===== src/rtl/fpalu_mul_result_buffer.sv =====
// fpalu_mul_result_buffer: classifies multiplier products, raises exception
// flags, keeps a sticky status register and buffers results in a FWFT FIFO.

// Per-result flag generation from the operand pair and the product.
module fpalu_mul_classify (
  input  logic [31:0] a,
  input  logic [31:0] b,
  input  logic [31:0] p,
  output logic [3:0]  flags
);
  logic p_emax, p_emin, p_mzero, a_fin, b_fin, a_nz, b_nz;

  // Sign bits are ignored; only exponent and mantissa matter.
  always_comb begin
    p_emax  = (p[30:23] == 8'hFF);
    p_emin  = (p[30:23] == 8'h00);
    p_mzero = (p[22:0] == 23'd0);
    a_fin   = (a[30:23] != 8'hFF);
    b_fin   = (b[30:23] != 8'hFF);
    a_nz    = |a[30:0];
    b_nz    = |b[30:0];
    flags   = {p_emax && !p_mzero,                 // invalid: NaN
               p_emax && p_mzero && a_fin && b_fin, // overflow: Inf from finite operands
               p_emin && a_nz && b_nz,              // underflow: zero/denorm from nonzero operands
               p_emin && p_mzero};                  // zero
  end
endmodule

module fpalu_mul_result_buffer #(
  parameter int DEPTH = 4,
  parameter int CW    = $clog2(DEPTH+1)
) (
  input  logic          clk,
  input  logic          rst_n,
  input  logic          in_valid,
  input  logic [31:0]   in_a,
  input  logic [31:0]   in_b,
  input  logic [31:0]   in_p,
  output logic          in_ready,
  output logic          out_valid,
  output logic [31:0]   out_p,
  output logic [3:0]    out_flags,
  input  logic          out_ready,
  output logic [3:0]    sticky_flags,
  input  logic          clr_sticky,
  output logic [CW-1:0] count
);
  localparam int AW = $clog2(DEPTH);

  typedef struct packed {
    logic [31:0] p;
    logic [3:0]  flags;
  } entry_t;

  entry_t [DEPTH-1:0] mem;
  logic   [AW-1:0]    wr_ptr, rd_ptr;
  logic   [3:0]       flags_in;
  logic               push, pop;

  fpalu_mul_classify u_cls (.a(in_a), .b(in_b), .p(in_p), .flags(flags_in));

  // Handshake and FWFT head view; head is zeroed while empty.
  always_comb begin
    in_ready  = (count != CW'(DEPTH));
    out_valid = (count != '0);
    push      = in_valid && in_ready;
    pop       = out_valid && out_ready;
    out_p     = out_valid ? mem[rd_ptr].p     : 32'd0;
    out_flags = out_valid ? mem[rd_ptr].flags : 4'd0;
  end

  // Storage array; contents survive reset, only pointers/count are cleared.
  always_ff @(posedge clk) begin
    if (push) mem[wr_ptr] <= '{p: in_p, flags: flags_in};
  end

  // Pointers wrap naturally (DEPTH is a power of two); count tracked explicitly.
  always_ff @(posedge clk or negedge rst_n) begin
    if (!rst_n) begin
      wr_ptr <= '0;
      rd_ptr <= '0;
      count  <= '0;
    end else begin
      if (push) wr_ptr <= wr_ptr + 1'b1;
      if (pop)  rd_ptr <= rd_ptr + 1'b1;
      case ({push, pop})
        2'b10:   count <= count + 1'b1;
        2'b01:   count <= count - 1'b1;
        default: count <= count;
      endcase
    end
  end

  // Sticky status: a push in the same cycle as a clear survives the clear.
  always_ff @(posedge clk or negedge rst_n) begin
    if (!rst_n) sticky_flags <= 4'd0;
    else        sticky_flags <= (clr_sticky ? 4'd0 : sticky_flags) | (push ? flags_in : 4'd0);
  end
endmodule


===== config.mk =====
export PLATFORM = sky130hd
export DESIGN_NAME = fpalu_mul_result_buffer
export DESIGN_NICKNAME = d
export VERILOG_FILES = /design/src/rtl/fpalu_mul_result_buffer.sv
export SDC_FILE = /design/constraint.sdc
export NUM_CORES = 1
export LEC_CHECK = 0
export ABC_CLOCK_PERIOD_IN_PS = 6000
export CORE_ASPECT_RATIO = 1.1
export CORE_MARGIN = 1.5
export CORE_UTILIZATION = 45
export CTS_BUF_LIST = sky130_fd_sc_hd__clkbuf_4 sky130_fd_sc_hd__clkbuf_8 sky130_fd_sc_hd__clkbuf_16
export DETAILED_ROUTE_END_ITERATION = 8
export PLACE_DENSITY = 0.8
export SLEW_MARGIN = 20
export SYNTH_ARGS = -nofsm -noshare
export SYNTH_HDL_FRONTEND = slang
export SYNTH_SLANG_ARGS = --single-unit

===== constraint.sdc =====
create_clock -name clk -period 6 [get_ports clk]
set_clock_uncertainty 0.2 [all_clocks]
set_input_delay 0.9 -clock clk [delete_from_list [all_inputs] [get_ports clk]]
set_output_delay 0.9 -clock clk [all_outputs]
set_load 0.01 [all_outputs]

==> results.toml <==
[setup_path]
crit_path_start_kind = "flop"
rrSetupSlack_ns = 3.45
regToRegEndpoint = "count[2]"
cp-end-kind = "output port"
rr_worst_depth = 8
required_ns = 4.90
cp_max_fo = 20
worstSetupPathType = "reg -> out"
arrival_ns = 2.92
reg2reg_from = "count[2]"

[grt]
grt_overflow = 0
grt_pass1_vias = 3974
grt_pass1_wl_um = 20700
grt_use_total_pct = 19.1
grt_max_degree = 38
antenna_found_initial = 0

[floorplanning]
initial_core_util_pct = 45.8
dieHeight_um = 127
ios = 146
die-area_mm2 = 0.0147
core-area_mm2 = 0.0137
dieWidth_um = 116
num_rows = 45

[place]
dp_hpwl_um = 8520
dpl.cell_count = 645
port_buffers = 143
place_congestion = 0.791
post-place-ws_ns = 2.32

[finish]
drive_gt1_share_pct = 15.3
multi_input_area_mm2 = 0.00158
final_nets = 583
seq_area_mm2 = 0.00460
post-route-util_pct = 61.7
diodes = 0
fillers = 1034
final_cells = 677
synthToLayoutAreaGrowth_pct = 34.9

[timing]
fin_ws_ns = 1.98
final.setup.tns_ns = 0
max-slew-margin-rel_pct = 32.6
fmax_mhz = 248
hold_violations = 0
tightestPinTransition_ns = 1.01
finalSetupViolations = 0
slew_violations = 0
layout_min_cycle_time_ns = 4.02
post-route-period-util_pct = 67.1
rsz0062_at_grt = "false"

[synth]
ys_ff_latch = 155
synth_top_flop_cell = "edfxtp_1"
synth_area_per_cell_um2 = 19.3
synth-edff-count = 144
synth_area_mm2 = 0.00629
ys_async_sr_fraction_pct = 7.10
synth_nets = 432
ys_types = 29
seq_area_frac_synth_pct = 73.2
synthCells = 325
yosys_warnings = 0

[clock_tree]
cts_buffer_depth = 2
root_buffer = "clkbuf_16"
clk_latency_ns = 0.41
cts_resized = 0
numClockSinks = 155
cts_setup_buffers = 0
cts_made_buffers = 17
htree_num_levels = 4
path_clk_slew_ns = 0.06
cts_tree = "done"
ctsHoldBuffers = 0

[hold_path]
min_path_type = "reg -> reg"
hold_depth = 1
hold_start = "sticky_flags[2]"
hold_end = "sticky_flags[2]"

[power]
p_leak_nw = 2.79
peakVddDrop_uv = 234
power_density_mw_per_mm2 = 472
fin_total_pwr_w = 0.00400

[drt]
dr.pass1.iters = 4
drc_errors = 0
wire_per_inst_um = 19.4
totalWireLength_um = 13100
drtAntennaViolNets = 0
drt-initial-drc-count = 162
vias = 3639
routed_via_density = 5.38

[flow_run]
max-cap-violations = 0

[outcome]
status = "finished, final reports clean"
## critical path: stages (launching register included)
cell and delay [ns]:
dfrtp_2 0.79, buf_4 0.49, mux4_2 0.55, and2_1 0.19
clkdlybuf4s50_1 0.49
## metal layers
layer | track usage [%] | part of all wire, % | routed length, um
met5 | 0 | 0 | 0
met4 | 5.95 | 1.3 | 169
met3 | 4.87 | 6.5 | 850
met2 | 34.4 | 54 | 7130
met1 | 22.5 | 38 | 4990
## layout by cell type, fill, tap and decap left out
cell | synthesis | final
a32o_1 | 2 | 2
and2_1 | 39 | 39
and2_4 | 1 | 1
and3_2 | 0 | 4
buf_4 | 0 | 2
bufinv_16 | 0 | 3
clkbuf_16 | 0 | 17
clkbuf_4 | 0 | 1
clkdlybuf4s50_1 | 0 | 143
clkinv_1 | 0 | 5
clkinv_2 | 0 | 2
clkinv_4 | 0 | 2
clkinvlp_4 | 0 | 1
dfrtp_1 | 11 | 9
dfrtp_2 | 0 | 2
edfxtp_1 | 144 | 144
fa_1 | 1 | 1
ha_1 | 5 | 5
inv_1 | 9 | 9
inv_6 | 0 | 1
mux2_2 | 1 | 1
mux4_2 | 36 | 36
nand2_1 | 4 | 4
nand3_2 | 1 | 1
nand4_1 | 11 | 11
nor2_1 | 6 | 6
nor3_1 | 3 | 3
nor4_1 | 22 | 22
o21ai_0 | 1 | 1
o22ai_1 | 1 | 1
o32ai_1 | 1 | 1
o32ai_2 | 1 | 1
or2_1 | 1 | 1
or3_1 | 1 | 1
xnor2_1 | 3 | 3
xor2_1 | 3 | 3
## flip-flops by register name (all words and copies together), names as in the netlist
register and count:
count 3, sticky_flags 4, rd_ptr 2, wr_ptr 2, mem 144
## through the flow
stage                     hold slack, ns  area, um2
after floorplan                    0.331       6290
after global placement             0.279       7900
after detailed placement           0.288       7900
after CTS                          0.306       8480
after global routing               0.322       8480
final                              0.302       8480
## synth_stat cells (4+ instances only)
cell type	n	area (um2)
nand4_1	11	68.8
mux4_2	36	811
buf_2	6	30.0
nand2_1	4	15.0
inv_1	9	33.8
edfxtp_1	144	4320
nor2_1	6	22.5
nor4_1	22	138
dfrtp_1	11	275
and2_1	39	244
and3_1	4	25.0
ha_1	5	62.6
## how the worst max path moves through the flow
stage               from           end  slack, ns  cells after the start
3_3_place_gp   rd_ptr[0]  out_flags[0]       2.34                      4
6_report       rd_ptr[0]      out_p[0]       1.98                      4
4_1_cts        rd_ptr[0]  out_flags[0]       1.88                      4
5_1_grt        rd_ptr[0]      out_p[0]       1.78                      4
2_1_floorplan   in_valid      count[2]       3.51                      9
3_5_place_dp   rd_ptr[0]  out_flags[0]       2.32                      4
## logic make-up (layout without fill, tap and decap cells)
logic type | after synthesis | count (layout) | synth area share, %
compound gates | 6 | 6 | 0.896
xor+xnor | 6 | 6 | 0.836
fa+ha+maj | 6 | 6 | 1.31
buf+inv | 22 | 186 | 1.81
flops | 155 | 155 | 73.2
mux | 37 | 37 | 13.1
simple gates | 93 | 93 | 8.90
## layout make-up
class	count	share of cell area (%)
repair buffers	145	17.1
clock buffers	18	5.10
flip-flops and latches	155	54.3
multi-input cells	148	18.6
clock inverters	14	1.80
well taps	188	2.77
inverters	9	0.398
## power breakdown
group	internal [W]	switching, W
logic	0.000805	0.000558
clock network	0.000652	0.000395
registers	0.00143	0.000156
total	0.00289	0.00111
Note: power is estimated with default switching activity, not from simulation.
